$ cat config.mk
export PLATFORM = sky130hd
export DESIGN_NAME = ir_multi_event_catcher_flat
export DESIGN_NICKNAME = d
export VERILOG_FILES = /design/src/rtl/ir_multi_event_catcher_if.sv /design/src/rtl/ir_multi_event_catcher.sv /design/src/flat_wrapper.sv
export SDC_FILE = /design/constraint.sdc
export NUM_CORES = 1
export LEC_CHECK = 0
export BUFFER_PORTS_ARGS = -buffer_cell sky130_fd_sc_hd__buf_4
export CAP_MARGIN = 20
export CORE_MARGIN = 10
export CORE_UTILIZATION = 50
export CTS_BUF_LIST = sky130_fd_sc_hd__clkbuf_4 sky130_fd_sc_hd__clkbuf_8 sky130_fd_sc_hd__clkbuf_16
export DETAILED_ROUTE_END_ITERATION = 16
export PLACE_DENSITY = 0.78
export SYNTH_ARGS = -nofsm -noshare
export SYNTH_HDL_FRONTEND = slang
export SYNTH_SLANG_ARGS = --single-unit
$ cat constraint.sdc
create_clock -name clk -period 8.35 [get_ports clk]
set_input_delay 0.835 -clock clk [delete_from_list [all_inputs] [get_ports clk]]
set_output_delay 0.835 -clock clk [all_outputs]
set_load 0.02 [all_outputs]
$ cat src/rtl/ir_multi_event_catcher_if.sv
// Event stream from the multi-channel IR catcher to the decoder/CSR layer.
// The master side holds the FIFO head; the slave side pops it with ev_ready.
interface ir_multi_event_catcher_if #(
    parameter int NCH   = 4,
    parameter int DBITS = 16
);
    localparam int CW = (NCH > 1) ? $clog2(NCH) : 1;

    logic             ev_valid;
    logic             ev_ready;
    logic [CW-1:0]    ev_channel;
    logic             ev_type;
    logic [DBITS-1:0] ev_delay;
    logic             ev_timeout;

    modport master (
        output ev_valid,
        output ev_channel,
        output ev_type,
        output ev_delay,
        output ev_timeout,
        input  ev_ready
    );

    modport slave (
        input  ev_valid,
        input  ev_channel,
        input  ev_type,
        input  ev_delay,
        input  ev_timeout,
        output ev_ready
    );
endinterface

$ cat src/rtl/ir_multi_event_catcher.sv
// Multi-channel IR edge catcher: per-channel edge filter and delay counter,
// fixed-priority arbiter and registered first-word-fall-through event FIFO.
module ir_multi_event_catcher #(
    parameter int NCH    = 4,
    parameter int DBITS  = 16,
    parameter int FDEPTH = 8,
    localparam int CW    = (NCH > 1) ? $clog2(NCH) : 1,
    localparam int LW    = $clog2(FDEPTH) + 1
) (
    input  logic                 clk,
    input  logic                 rst_n,
    input  logic                 clear_n,
    input  logic [DBITS-1:0]     reload_offset,
    input  logic [2*NCH-1:0]     edge_mode,
    input  logic [NCH-1:0]       i_value,
    input  logic                 i_valid,
    ir_multi_event_catcher_if.master ev,
    output logic [LW-1:0]        fifo_level,
    output logic                 overflow,
    output logic [7:0]           drop_cnt
);
    localparam int AW = $clog2(FDEPTH);
    localparam int EW = CW + 2 + DBITS;
    localparam logic [DBITS-1:0] ONES = '1;

    logic [NCH-1:0]   last_q;
    logic [NCH-1:0]   pend_q;
    logic [NCH-1:0]   ptype_q;
    logic [NCH-1:0]   pto_q;
    logic [DBITS-1:0] cnt_q  [NCH];
    logic [DBITS-1:0] pdly_q [NCH];

    logic [NCH-1:0] acc;
    logic [NCH-1:0] grant;
    logic [NCH-1:0] load;
    logic [NCH-1:0] drop;
    logic           push;
    logic           pop;
    logic           full;
    logic [EW-1:0]  push_data;
    logic [8:0]     ndrop;
    logic [8:0]     drop_sum;

    logic [EW-1:0]  mem [FDEPTH];
    logic [AW-1:0]  wr_ptr;
    logic [AW-1:0]  rd_ptr;
    logic [EW-1:0]  head;

    assign full = (fifo_level == LW'(FDEPTH));
    assign pop  = ev.ev_valid & ev.ev_ready;

    always_comb begin
        acc = '0;
        for (int c = 0; c < NCH; c++) begin
            if (i_valid && (i_value[c] != last_q[c])) begin
                case (edge_mode[2*c +: 2])
                    2'b00:   acc[c] = 1'b1;
                    2'b01:   acc[c] = i_value[c];
                    2'b10:   acc[c] = ~i_value[c];
                    default: acc[c] = 1'b0;
                endcase
            end
        end
    end

    // Lowest index wins; at most one push per cycle.
    always_comb begin
        grant     = '0;
        push      = 1'b0;
        push_data = '0;
        for (int c = 0; c < NCH; c++) begin
            if (!full && pend_q[c] && !push) begin
                grant[c]  = 1'b1;
                push      = 1'b1;
                push_data = {CW'(c), ptype_q[c], pto_q[c], pdly_q[c]};
            end
        end
    end

    assign load = acc & (~pend_q | grant);
    assign drop = acc & pend_q & ~grant;

    always_comb begin
        ndrop = '0;
        for (int c = 0; c < NCH; c++) begin
            ndrop = ndrop + {8'd0, drop[c]};
        end
        drop_sum = {1'b0, drop_cnt} + ndrop;
    end

    always_ff @(posedge clk or negedge rst_n) begin
        if (!rst_n) begin
            last_q  <= '0;
            pend_q  <= '0;
            ptype_q <= '0;
            pto_q   <= '0;
            for (int c = 0; c < NCH; c++) begin
                cnt_q[c]  <= ONES;
                pdly_q[c] <= '0;
            end
        end else if (!clear_n) begin
            last_q  <= '0;
            pend_q  <= '0;
            ptype_q <= '0;
            pto_q   <= '0;
            for (int c = 0; c < NCH; c++) begin
                cnt_q[c]  <= ONES;
                pdly_q[c] <= '0;
            end
        end else begin
            for (int c = 0; c < NCH; c++) begin
                if (i_valid) begin
                    last_q[c] <= i_value[c];
                    if (acc[c]) begin
                        cnt_q[c] <= reload_offset;
                    end else if (cnt_q[c] != ONES) begin
                        cnt_q[c] <= cnt_q[c] + 1'b1;
                    end
                end
                if (load[c]) begin
                    pend_q[c]  <= 1'b1;
                    ptype_q[c] <= i_value[c];
                    pto_q[c]   <= (cnt_q[c] == ONES);
                    pdly_q[c]  <= (cnt_q[c] == ONES) ? ONES
                                                     : cnt_q[c] + 1'b1;
                end else if (grant[c]) begin
                    pend_q[c] <= 1'b0;
                end
            end
        end
    end

    always_ff @(posedge clk or negedge rst_n) begin
        if (!rst_n) begin
            overflow <= 1'b0;
            drop_cnt <= '0;
        end else if (!clear_n) begin
            overflow <= 1'b0;
            drop_cnt <= '0;
        end else if (|drop) begin
            overflow <= 1'b1;
            drop_cnt <= drop_sum[8] ? 8'hFF : drop_sum[7:0];
        end
    end

    // Storage carries no reset; stale words are masked by ev_valid.
    always_ff @(posedge clk) begin
        if (push) begin
            mem[wr_ptr] <= push_data;
        end
    end

    always_ff @(posedge clk or negedge rst_n) begin
        if (!rst_n) begin
            wr_ptr     <= '0;
            rd_ptr     <= '0;
            fifo_level <= '0;
        end else if (!clear_n) begin
            wr_ptr     <= '0;
            rd_ptr     <= '0;
            fifo_level <= '0;
        end else begin
            if (push) begin
                wr_ptr <= wr_ptr + AW'(1);
            end
            if (pop) begin
                rd_ptr <= rd_ptr + AW'(1);
            end
            unique case ({push, pop})
                2'b10:   fifo_level <= fifo_level + LW'(1);
                2'b01:   fifo_level <= fifo_level - LW'(1);
                default: fifo_level <= fifo_level;
            endcase
        end
    end

    assign head          = mem[rd_ptr];
    assign ev.ev_valid   = (fifo_level != '0);
    assign ev.ev_channel = ev.ev_valid ? head[EW-1 -: CW] : '0;
    assign ev.ev_type    = ev.ev_valid & head[DBITS+1];
    assign ev.ev_timeout = ev.ev_valid & head[DBITS];
    assign ev.ev_delay   = ev.ev_valid ? head[DBITS-1:0] : '0;
endmodule

$ cat src/flat_wrapper.sv
// flat-port wrapper written by rule: the top's interface ports become plain ports
module ir_multi_event_catcher_flat 
#(
    parameter int NCH    = 4,
    parameter int DBITS  = 16,
    parameter int FDEPTH = 8,
    localparam int CW    = (NCH > 1) ? $clog2(NCH) : 1,
    localparam int LW    = $clog2(FDEPTH) + 1
)
  (clk, rst_n, clear_n, reload_offset, edge_mode, i_value, i_valid, fifo_level, overflow, drop_cnt, ev_ev_valid, ev_ev_channel, ev_ev_type, ev_ev_delay, ev_ev_timeout, ev_ev_ready);
  ir_multi_event_catcher_if #(.NCH(NCH), .DBITS(DBITS)) ev_i ();
  input  logic clk;
  input  logic rst_n;
  input  logic clear_n;
  input  logic [DBITS-1:0] reload_offset;
  input  logic [2*NCH-1:0] edge_mode;
  input  logic [NCH-1:0] i_value;
  input  logic i_valid;
  output logic [LW-1:0] fifo_level;
  output logic overflow;
  output logic [7:0] drop_cnt;
  output wire logic [$bits(ev_i.ev_valid)-1:0] ev_ev_valid;
  output wire logic [$bits(ev_i.ev_channel)-1:0] ev_ev_channel;
  output wire logic [$bits(ev_i.ev_type)-1:0] ev_ev_type;
  output wire logic [$bits(ev_i.ev_delay)-1:0] ev_ev_delay;
  output wire logic [$bits(ev_i.ev_timeout)-1:0] ev_ev_timeout;
  input wire logic [$bits(ev_i.ev_ready)-1:0] ev_ev_ready;
  assign ev_ev_valid = ev_i.ev_valid;
  assign ev_ev_channel = ev_i.ev_channel;
  assign ev_ev_type = ev_i.ev_type;
  assign ev_ev_delay = ev_i.ev_delay;
  assign ev_ev_timeout = ev_i.ev_timeout;
  assign ev_i.ev_ready = ev_ev_ready;
  ir_multi_event_catcher #(.NCH(NCH), .DBITS(DBITS), .FDEPTH(FDEPTH)) u_core (.clk(clk), .rst_n(rst_n), .clear_n(clear_n), .reload_offset(reload_offset), .edge_mode(edge_mode), .i_value(i_value), .i_valid(i_valid), .ev(ev_i), .fifo_level(fifo_level), .overflow(overflow), .drop_cnt(drop_cnt));
endmodule
==> Word level (Yosys, flattened, before mapping) <==
Memory sizes are Yosys's and may differ from the RTL's.
Cells that the tools add are included.
{ "op_classes": {"n_addsub": 12, "mul": 0, "n_div": 0, "n_lt_le_gt_ge": 0, "n_eq_ne": 40, "n_shift": 0, "n_mux": 80, "bitwise_logic": 13, "n_reduce_logical": 25} }
{ "op_table": {"columns": ["operator", "n"], "rows": [
  ["$mux W16", 21],
  ["$mux W64", 2],
  ["$add A16 B1 Y16 const B", 4],
  ["$eq A16 B16 Y1 const B", 4],
  ["$ne A16 B16 Y1 const B", 4],
  ["$mux W20", 2],
  ["$mux W1", 35],
  ["$ne A3 B1 Y1 const B", 9],
  ["$mux W8", 3],
  ["$mux W4", 5],
  ["$mux W19", 1],
  ["$add A9 B1 Y9", 2],
  ["$mux W18", 1],
  ["$ne A2 B1 Y1 const B", 8],
  ["$and A4 B4 Y4", 3],
  ["$mux W3", 4],
  ["$pmux W1 S3", 4],
  ["$logic_and A1 B1 Y1", 11],
  ["$eq A2 B1 Y1 const B", 5],
  ["$eq A2 B2 Y1 const B", 5],
  ["$add A8 B9 Y9", 1],
  ["$logic_not A2 Y1", 4],
  ["$not A4 Y4", 2],
  ["$pmux W4 S2", 1],
  ["14 further kinds", 29]
]} }
{ "word_totals": {"ff_bits": 163, "latchBits": 0, "ramBits": 160, "mem_bits_ro": 0, "wordCells": 197, "mem_count": 1} }
{ "mem_list": {"columns": ["memory", "words", "width", "read_ports", "rd_clocked_by_memory_dff", "wr", "line", "rtl"], "rows": [
  ["u_core.mem", 8, 20, 1, 0, 1, "ir_multi_event_catcher.sv:44", "logic [EW-1:0] mem [FDEPTH];"]
]} }

==> Longest topological paths before layout <==
Gate-level depths: netlist of run 1.
{ "depth": {"depth_word": 22, "mapped_depth": 16, "ltp_nobuf": 13} }

==> Worst setup path before layout of run 1 <==
No wires, ideal clock.
{ "synth_timing": {"path_kind": "input-to-reg", "start": "input port i_valid", "end": "register u_core.drop_cnt[7]", "setup_ns": 0.121, "arrival_ns": 4.123, "required_ns": 8.229, "setup_slack_ns": 4.106, "path_stages": 14, "cell_sequence": "buf_2 -> nand4bb_1 -> and2_1 -> clkbuf_1 -> clkbuf_1 -> or2_2 -> inv_1 -> ha_1 -> fa_1 -> ha_1 -> fa_1 -> a21o_1 -> o41a_1 -> o22a_1"} }
{ "synth_via": {"elab_chain_cells": 11} }
{ "synth_lines": {"columns": ["item", "line", "rtl"], "rows": [
  ["from (decl)", "flat_wrapper.sv:18", "input logic i_valid;"],
  ["$logic_and A1 B1 Y1", "ir_multi_event_catcher.sv:55", "if (i_valid && (i_value[c] != last_q[c])) begin"],
  ["$mux W1", "ir_multi_event_catcher.sv:55", null],
  ["$and A4 B4 Y4 (*) (2 in series)", "ir_multi_event_catcher.sv:81", "assign drop = acc & pend_q & ~grant;"],
  ["$add A1 B1 Y2", "ir_multi_event_catcher.sv:86", "ndrop = ndrop + {8'd0, drop[c]};"],
  ["$add A9 B1 Y9 (2 in series)", "ir_multi_event_catcher.sv:86", null],
  ["$add A8 B9 Y9", "ir_multi_event_catcher.sv:88", "drop_sum = {1'b0, drop_cnt} + ndrop;"],
  ["$mux W8", "ir_multi_event_catcher.sv:142", "drop_cnt <= drop_sum[8] ? 8'hFF : drop_sum[7:0];"],
  ["$mux W8", "ir_multi_event_catcher.sv:140", "end else if (|drop) begin"],
  ["$mux W8", "ir_multi_event_catcher.sv:137", "end else if (!clear_n) begin"],
  ["to (signal assigned)", "ir_multi_event_catcher.sv:142", null],
  ["to (decl)", "ir_multi_event_catcher.sv:20", "output logic [7:0] drop_cnt"]
]} }
Every way passes the cells marked *; elsewhere a longest branch is shown, timed or not. The select of a mux whose other input is x is not followed.
A chain may end at the register's enable or synchronous reset.

==> Worst setup path after layout of run 1 <==
{ "layout_timing": {"start": "register u_core.fifo_level[1]", "end": "register u_core.drop_cnt[7]"} }
{ "layout_via": {"elab_chain_cells": 20} }
{ "layout_lines": {"columns": ["item", "line", "rtl"], "rows": [
  ["from (decl)", "ir_multi_event_catcher.sv:18", "output logic [LW-1:0] fifo_level,"],
  ["from (signal assigned)", "ir_multi_event_catcher.sv:170", "2'b10: fifo_level <= fifo_level + LW'(1);"],
  ["from (signal assigned)", "ir_multi_event_catcher.sv:171", "2'b01: fifo_level <= fifo_level - LW'(1);"],
  ["from (signal assigned)", "ir_multi_event_catcher.sv:172", "default: fifo_level <= fifo_level;"],
  ["$eq A4 B4 Y1 (*)", "ir_multi_event_catcher.sv:49", "assign full = (fifo_level == LW'(FDEPTH));"],
  ["$logic_not A1 Y1 (*)", "ir_multi_event_catcher.sv:72", "if (!full && pend_q[c] && !push) begin"],
  ["$logic_and A1 B1 Y1", "ir_multi_event_catcher.sv:72", null],
  ["$mux W1", "ir_multi_event_catcher.sv:72", null],
  ["$logic_not A1 Y1", "ir_multi_event_catcher.sv:72", null],
  ["$logic_and A1 B1 Y1", "ir_multi_event_catcher.sv:72", null],
  ["$mux W1", "ir_multi_event_catcher.sv:72", null],
  ["$logic_not A1 Y1", "ir_multi_event_catcher.sv:72", null],
  ["$logic_and A1 B1 Y1", "ir_multi_event_catcher.sv:72", null],
  ["$mux W1", "ir_multi_event_catcher.sv:72", null],
  ["$logic_not A1 Y1", "ir_multi_event_catcher.sv:72", null],
  ["$logic_and A1 B1 Y1", "ir_multi_event_catcher.sv:72", null],
  ["$mux W1", "ir_multi_event_catcher.sv:72", null],
  ["$not A4 Y4 (*)", "ir_multi_event_catcher.sv:81", null],
  ["$and A4 B4 Y4 (*)", "ir_multi_event_catcher.sv:81", null],
  ["branches (longest 5 deep; another with $add A9 B1 Y9)", null, null]
]} }
Every way passes the cells marked *. The select of a mux whose other input is x is not followed.

==> results of run 1 <==
## power by group
group          leakage (nW)  total, mW  switching (mW)  internal [mW]
clock network         0.602       1.58           0.640          0.945
registers              3.48       2.08           0.194           1.89
logic                  3.01       1.54           0.912          0.628
## kinds of logic (layout without fill, tap and decap cells)
| logic type | after synthesis | in the layout |
|---|---|---|
| AO/OA/AOI/OAI | 362 | 362 |
| XOR/XNOR | 56 | 56 |
| adder cells (fa/ha/maj) | 17 | 17 |
| buffers and inverters | 105 | 171 |
| flip-flops | 323 | 323 |
| multiplexers | 68 | 68 |
| AND/OR/NAND/NOR | 419 | 419 |
## per-layer routing
| metal | track usage, % | vias up |
|---|---|---|
| met5 | 0 | - |
| li1 | - | 5199 |
| met2 | 33.9 | 481 |
| met1 | 28.1 | 5713 |
| met3 | 3.82 | 79 |
| met4 | 6.44 | 0 |
## path summary, 6_finish.rpt
check | end | slack [ns] | cells past startpoint
setup / recovery | u_core.drop_cnt[7]$_DFFE_PN0P_ | 4.30 | 12
hold / removal | u_core.pdly_q[19]$_DFFE_PN0P_ | 0.43 | 1
setup reg to reg | u_core.drop_cnt[7]$_DFFE_PN0P_ | 4.30 | 12
hold reg to reg | u_core.pdly_q[28]$_DFFE_PN0P_ | 0.47 | 2
max in group asynchronous | u_core.rd_ptr[0]$_DFFE_PN0P_ | 6.42 | 2
min in group clk | u_core.pdly_q[28]$_DFFE_PN0P_ | 0.47 | 2
## worst max-delay path, stage by stage (launching register included)
cell,delay (ns)
dfrtp_1,0.50
nor4b_4,0.29
buf_4,0.32
o21ai_1,0.21
or2_2,0.36
inv_1,0.06
ha_1,0.24
fa_1,0.46
ha_1,0.24
fa_1,0.42
a21o_1,0.24
o41a_1,0.42
o22a_1,0.19
## stage by stage
step           total power [mW]  setup slack, ns  util [%]  instance area (µm²)
2_1_floorplan              3.16             4.11         -                15800
3_3_place_gp               3.60             3.85      53.2                16700
3_5_place_dp               3.63             3.83      53.2                16700
4_1_cts                    5.22             4.31      57.0                17900
5_1_grt                    5.48             4.06      57.0                17900
6_report                   5.21             4.30      57.0                17900
## layout make-up
cell class,count,area [µm²],share of cell area [%]
clock buffers,50,1040,5.83
clock inverters,15,158,0.881
inverters,14,52.6,0.294
multi-input cells,922,6470,36.2
flip-flops and latches,323,8960,50.1
well taps,402,503,2.81
repair buffers,92,694,3.88
## registers in the layout, summed over array words and instances (netlist names)
name and count:
u_core.mem 160, u_core.cnt_q 64, u_core.pdly_q 64, u_core.drop_cnt 8, u_core.fifo_level 4, u_core.last_q 4
u_core.pend_q 4, u_core.pto_q 4, u_core.ptype_q 4, u_core.rd_ptr 3, u_core.wr_ptr 3, u_core.overflow 1
## cell usage after synthesis (9+ instances only)
| library cell | n | area [µm²] |
|---|---|---|
| clkbuf_1 | 61 | 229 |
| nand3_1 | 56 | 280 |
| mux4_2 | 40 | 901 |
| nor3_1 | 16 | 80.1 |
| buf_2 | 16 | 80.1 |
| mux2i_1 | 28 | 280 |
| and3_1 | 23 | 144 |
| a31oi_1 | 16 | 100 |
| inv_1 | 13 | 48.8 |
| o21ai_1 | 18 | 90.1 |
| a211o_1 | 9 | 78.8 |
| ha_1 | 14 | 175 |
| edfxtp_1 | 160 | 4800 |
| o31ai_1 | 9 | 67.6 |
| a22o_1 | 25 | 219 |
| nand2_1 | 114 | 428 |
| dfstp_2 | 64 | 1680 |
| nor2_1 | 126 | 473 |
| nand2b_1 | 13 | 81.3 |
| a211oi_1 | 10 | 75.1 |
| xor2_1 | 20 | 175 |
| a221o_1 | 24 | 240 |
| a22oi_1 | 21 | 158 |
| buf_1 | 11 | 41.3 |
| o21ai_0 | 78 | 390 |
| dfrtp_1 | 99 | 2480 |
| a21o_1 | 18 | 135 |
| xnor2_1 | 36 | 315 |
| a21oi_1 | 70 | 350 |
| nand4_1 | 15 | 93.8 |
| a32oi_1 | 9 | 78.8 |
==> run summary, run 1 <==
Distinct cells, synth = 76
Root Buffer Master = clkbuf_16
Vias in the first global route = 11171
Final HPWL from detailed placement = 27.7 mm
Initial drt markers = 1320
Initial cell density of the core = 50.4%
First-pass GRT wire length = 64.3 mm
Synthesized cell area = 15800 µm²
Metal3 WL = 3.11 mm
Dpl cells = 1753
Worst-margin pin slew = 1.00 ns
Core ar. = 31400 µm²
DR WL met2 = 19.5 mm
Commonest non-fill, non-tap cell in the layout = edfxtp_1
Die height = 198 µm
Total number of vias = 11472
Worst Path Max Fanout = 25
Nature of the critical path startpoint = register
FF-to-FF Start = u_core.fifo_level[1]$_DFFE_PN0P_
Post-CTS Resized = 0
Static leakage = 7.10 nW
Synth Area in Compound Gates = 15.7%
Worst-path clk slew = 0.06 ns
Max_cap viols = 0
GPL Wtd Cong = 0.924
Adder-Cell Fraction of Synth Area = 1.49%
Drt via density = 6.31
Remaining DRCs = 0
Top routing layer in use = met4
Yosys reg bits = 323
WL/cell = 22.6 µm
Post-CTS Hold Buffers = 0
Fin nets = 1439
Die area = 39100 µm²
Antenna violations before repair = 0
Slew Limit Fails = 0
Clock sink total = 323
Final hold violation count = 0
Fillers = 2553
Crit path required time = 8.76 ns
Post-Synthesis Cells = 1350
Number of buffers created by CTS = 36
Row cnt = 65
Post-synthesis mux area share = 7.47%
Status = finished clean
Post-DRT Antenna Nets = 0
Area Overhead vs Synth = 13.1%
Hold WS = 0.426 ns
Synth Area in Simple Gates = 12.9%
Worst skew pair latency = 0.54 ns
Antenna diodes = 0
CTS tree = done
Skew final = 0.0296 ns
WS Path Type = reg2reg
H-tree depth = 2
Share of layout cells above drive strength 1 = 20.4%
PwrDens = 291 nW/µm²
Setup TNS = 0 ns
I/O Buffers = 66
Most frequent cells in the layout = edfxtp_1 (160), nor2_1 (123), nand2_1 (114)
Crit end category = register
WL final = 41.0 mm
CP arrival = 4.46 ns
Drt first pass iters = 5
Post-synth EDFFs = 160
Die W = 198 µm
Final Cycle Share = 48.5%
Worst hold path class = in2async
RSZ-0062 raised after global routing = false
GRT Util Overall = 20.9%
Rel. slew slack = 33.3%
Maximum clock frequency = 0.247 GHz
Clk buf depth = 3
Largest net degree at the start of global routing = 93
Sequential share of the synthesized area = 56.7%
Synth Area per Inst = 11.7 µm²
Syn Nets = 1400
Synth Area in XOR/XNOR = 3.10%
Largest family of logic cells by synthesized area = compound AO/OA/AOI/OAI gates
GR Overflow Total = 0
Fin crit period = 4.05 ns
Maximum vdd drop = 0.158 mV
YS warnings = 0
Main synth FF type = edfxtp_1
Setup-failing EPs final = 0
Setup bufs post-CTS = 0
Ports = 67
Critical Path Source = u_core.fifo_level[1]$_DFFE_PN0P_
DRT met1 WL = 17.2 mm
Async SR Flop Fraction = 50.5%
Post-Layout Cell Count = 1818
Power figures use the tool's default switching activity.
==> inputs of run 2 (changes only) <==
--- a/config.mk
+++ b/config.mk
@@ -11,7 +11,7 @@
 export CORE_UTILIZATION = 50
 export CTS_BUF_LIST = sky130_fd_sc_hd__clkbuf_4 sky130_fd_sc_hd__clkbuf_8 sky130_fd_sc_hd__clkbuf_16
 export DETAILED_ROUTE_END_ITERATION = 16
-export PLACE_DENSITY = 0.78
+export PLACE_DENSITY = 0.8
 export SYNTH_ARGS = -nofsm -noshare
 export SYNTH_HDL_FRONTEND = slang
 export SYNTH_SLANG_ARGS = --single-unit
==> constraint.sdc (replaced) <==
create_clock -name clk -period 3.6 [get_ports clk]
set_input_delay 0.36 -clock clk [delete_from_list [all_inputs] [get_ports clk]]
set_output_delay 0.36 -clock clk [all_outputs]
set_load 0.02 [all_outputs]
==> run summary, run 2 (same netlist as run 1, synthesis figures left out) <==
Fillers = 2518 (-1.4%)
Total number of vias = 11916 (+3.9%)
Static leakage = 7.22 nW (+1.8%)
Crit-path max cell delay = 0.44 ns (-0.06 ns)
Hold path cells = 2
Crit path cell chain = nor4b_4 -> buf_4 -> nand2_4 -> nor2_4 -> ha_1 -> fa_1 -> ha_2 -> fa_2 -> a21o_1 -> o41a_1 -> o22a_1
Share of layout cells above drive strength 1 = 22.2% (+1.8 points)
Ports = 67 (unchanged)
CP Buf/Inv Count = 1 (-1)
Clock sink total = 323 (unchanged)
Final hold violation count = 0 (unchanged)
WL/cell = 23.6 µm (+4.4%)
Reg with most FFs = u_core.mem
Largest net degree at the start of global routing = 84 (-9.7%)
First-pass GRT wire length = 66.9 mm (+4.0%)
Worst Path Max Fanout = 5 (-80%)
CTS tree = done
Pint = 8.22 mW (+140%)
Worst-margin pin slew = 0.945 ns (-0.0563 ns)
Maximum clock frequency = 0.286 GHz (+16%)
Combinational power share = 30.3% (+0.7 points)
Dpl cells = 1771 (+1.0%)
Status = finished clean
Initial cell density of the core = 50.4% (unchanged)
Remaining DRCs = 0 (unchanged)
Drt first pass iters = 5 (unchanged)
Die area = 39100 µm² (unchanged)
Area Overhead vs Synth = 14.8%
GR Overflow Total = 0 (unchanged)
Crit path max-delay family = adder cells
Critical-path top delay cell = fa_1
Total net switching power = 4.22 mW (+140%)
FF-to-FF path depth = 11 (-1)
Slew Limit Fails = 0 (unchanged)
Die W = 198 µm (unchanged)
Clk buf depth = 3 (unchanged)
Vias in the first global route = 11495 (+2.9%)
Worst hold path class = in2reg
Nature of the critical path startpoint = register
Levels on crit path = 11 (-1)
Skew final = 0.0229 ns (-0.00661 ns)
Worst-path clk slew = 0.06 ns (about the same)
Core ar. = 31400 µm² (unchanged)
Crit end category = register
Antenna violations before repair = 0 (unchanged)
Crit path required time = 4.01 ns (-4.75 ns)
Fin crit period = 3.49 ns (-0.561 ns)
Antenna diodes = 0 (unchanged)
Clock share of power = 31.3% (+0.9 points)
Max reg flops = 160 (unchanged)
Post-Layout Cell Count = 1840 (+1.2%)
Hold WS = 0.0895 ns (-0.337 ns)
Final Cycle Share = 97.0% (+48 points)
Fin nets = 1460 (+1.5%)
Die height = 198 µm (unchanged)
PwrDens = 686 nW/µm² (+140%)
Maximum vdd drop = 0.406 mV (+160%)
Largest regs = u_core.mem (160), u_core.cnt_q (64), u_core.pdly_q (64)
Setup-failing EPs final = 0 (unchanged)
Setup TNS = 0 ns (unchanged)
Root Buffer Master = clkbuf_16
Sw frac = 33.9% (+0.41 points)
Most frequent cells in the layout = edfxtp_1 (160), nor2_1 (122), nand2_1 (113)
Max_cap viols = 0 (unchanged)
H-tree depth = 2 (unchanged)
Rel. slew slack = 36.5% (+3.3 points)
GPL Wtd Cong = 0.919 (-0.56%)
Worst skew pair latency = 0.54 ns (about the same)
WL final = 43.4 mm (+5.6%)
Sequential share of power = 38.4% (-1.6 points)
Post-DRT Antenna Nets = 0 (unchanged)
Final HPWL from detailed placement = 29.0 mm (+4.6%)
GRT Util Overall = 21.8% (+0.90 points)
WS Path Type = reg2reg
Initial drt markers = 1318 (-0.15%)
Commonest non-fill, non-tap cell in the layout = edfxtp_1
Number of buffers created by CTS = 36 (unchanged)
I/O Buffers = 66 (unchanged)
Drt via density = 6.48 (+2.6%)
Row cnt = 65 (unchanged)
CP arrival = 3.90 ns (-0.56 ns)
run 2: cell count changes in the layout (fill, tap and decap cells not counted), moves of 2 or more:
cell and change:
bufinv_16 +4, clkbuf_8 -5, clkbuf_4 -5, clkinvlp_4 +3
clkinv_4 +2, dfrtp_2 +2, dfrtp_1 -2, buf_4 +18
clkinv_2 +3
run 2: path summary, 6_finish.rpt:
| check | start | to | slack (ns) |
|---|---|---|---|
| setup reg to reg | u_core.fifo_level[2]$_DFFE_PN0P_ | u_core.drop_cnt[7]$_DFFE_PN0P_ | 0.11 |
| min in group asynchronous | rst_n | u_core.overflow$_DFFE_PN0P_ | 0.48 |
| hold / removal | i_value[2] | u_core.ptype_q[2]$_DFFE_PN0P_ | 0.09 |
| setup / recovery | u_core.fifo_level[2]$_DFFE_PN0P_ | u_core.drop_cnt[7]$_DFFE_PN0P_ | 0.11 |
| max in group asynchronous | rst_n | u_core.cnt_q[26]$_DFFE_PN1P_ | 2.21 |
| hold reg to reg | u_core.pdly_q[20]$_DFFE_PN0P_ | u_core.pdly_q[20]$_DFFE_PN0P_ | 0.47 |
run 2: layout make-up:
cell class                 instances  area [µm²]  share of cell area, %
sequential                       323        8970                   49.4
multi-input combinational        922        6500                   35.8
clock buffer                      40         937                   5.16
timing repair buffer             113         871                   4.80
tap                              402         503                   2.77
clock inverter                    26         324                   1.78
inverter                          14        52.6                  0.289
run 2: layer usage:
metal	share of wire [%]	up-vias	track usage, %	routed length [µm]
li1	-	5246	-	-
met2	47	598	34.7	20300
met4	4.3	0	9.05	1840
met1	41	5939	29.4	17800
met3	8.0	133	3.31	3460
met5	0	-	0	0
run 2: metrics by stage:
stage / power, mW / instance area (µm²) / setup slack, ns / utilization, %
floorplan: 7.33 / 15800 / 0.0192 / -
global placement: 8.41 / 16800 / -0.0283 / 53.6
detailed placement: 8.53 / 16800 / -0.143 / 53.6
CTS: 12.4 / 18100 / 0.00853 / 57.7
global route: 13.0 / 18200 / -0.0343 / 57.8
finish: 12.4 / 18200 / 0.108 / 57.8
run 2: worst reg2reg max path, stage by stage (launching register included):
cell and delay, ns:
dfrtp_2 0.43, nor4b_4 0.38, buf_4 0.20, nand2_4 0.07, nor2_4 0.15, ha_1 0.25
fa_1 0.44, ha_2 0.22, fa_2 0.42, a21o_1 0.21, o41a_1 0.42, o22a_1 0.19
run 2: repair_timing:
| action | CTS | global route |
|---|---|---|
| pin swaps | 1 | 6 |
| endpoints found under the setup margin | 2 | 4 |
| setup buffers | 0 | 3 |
| hold buffers | 1 | 0 |
| endpoints found under the hold margin | 57 | 0 |
| resized for setup | 1 | 8 |
run 2: power groups by stage:
stage               Sequential [mW]  Clock, mW  Combinational (mW)
floorplan                      4.72          0                2.61
global placement               4.79          0                3.62
detailed placement             4.82          0                3.71
CTS                            4.76       3.92                3.74
global route                   4.82       4.08                4.10
finish                         4.78       3.89                3.77
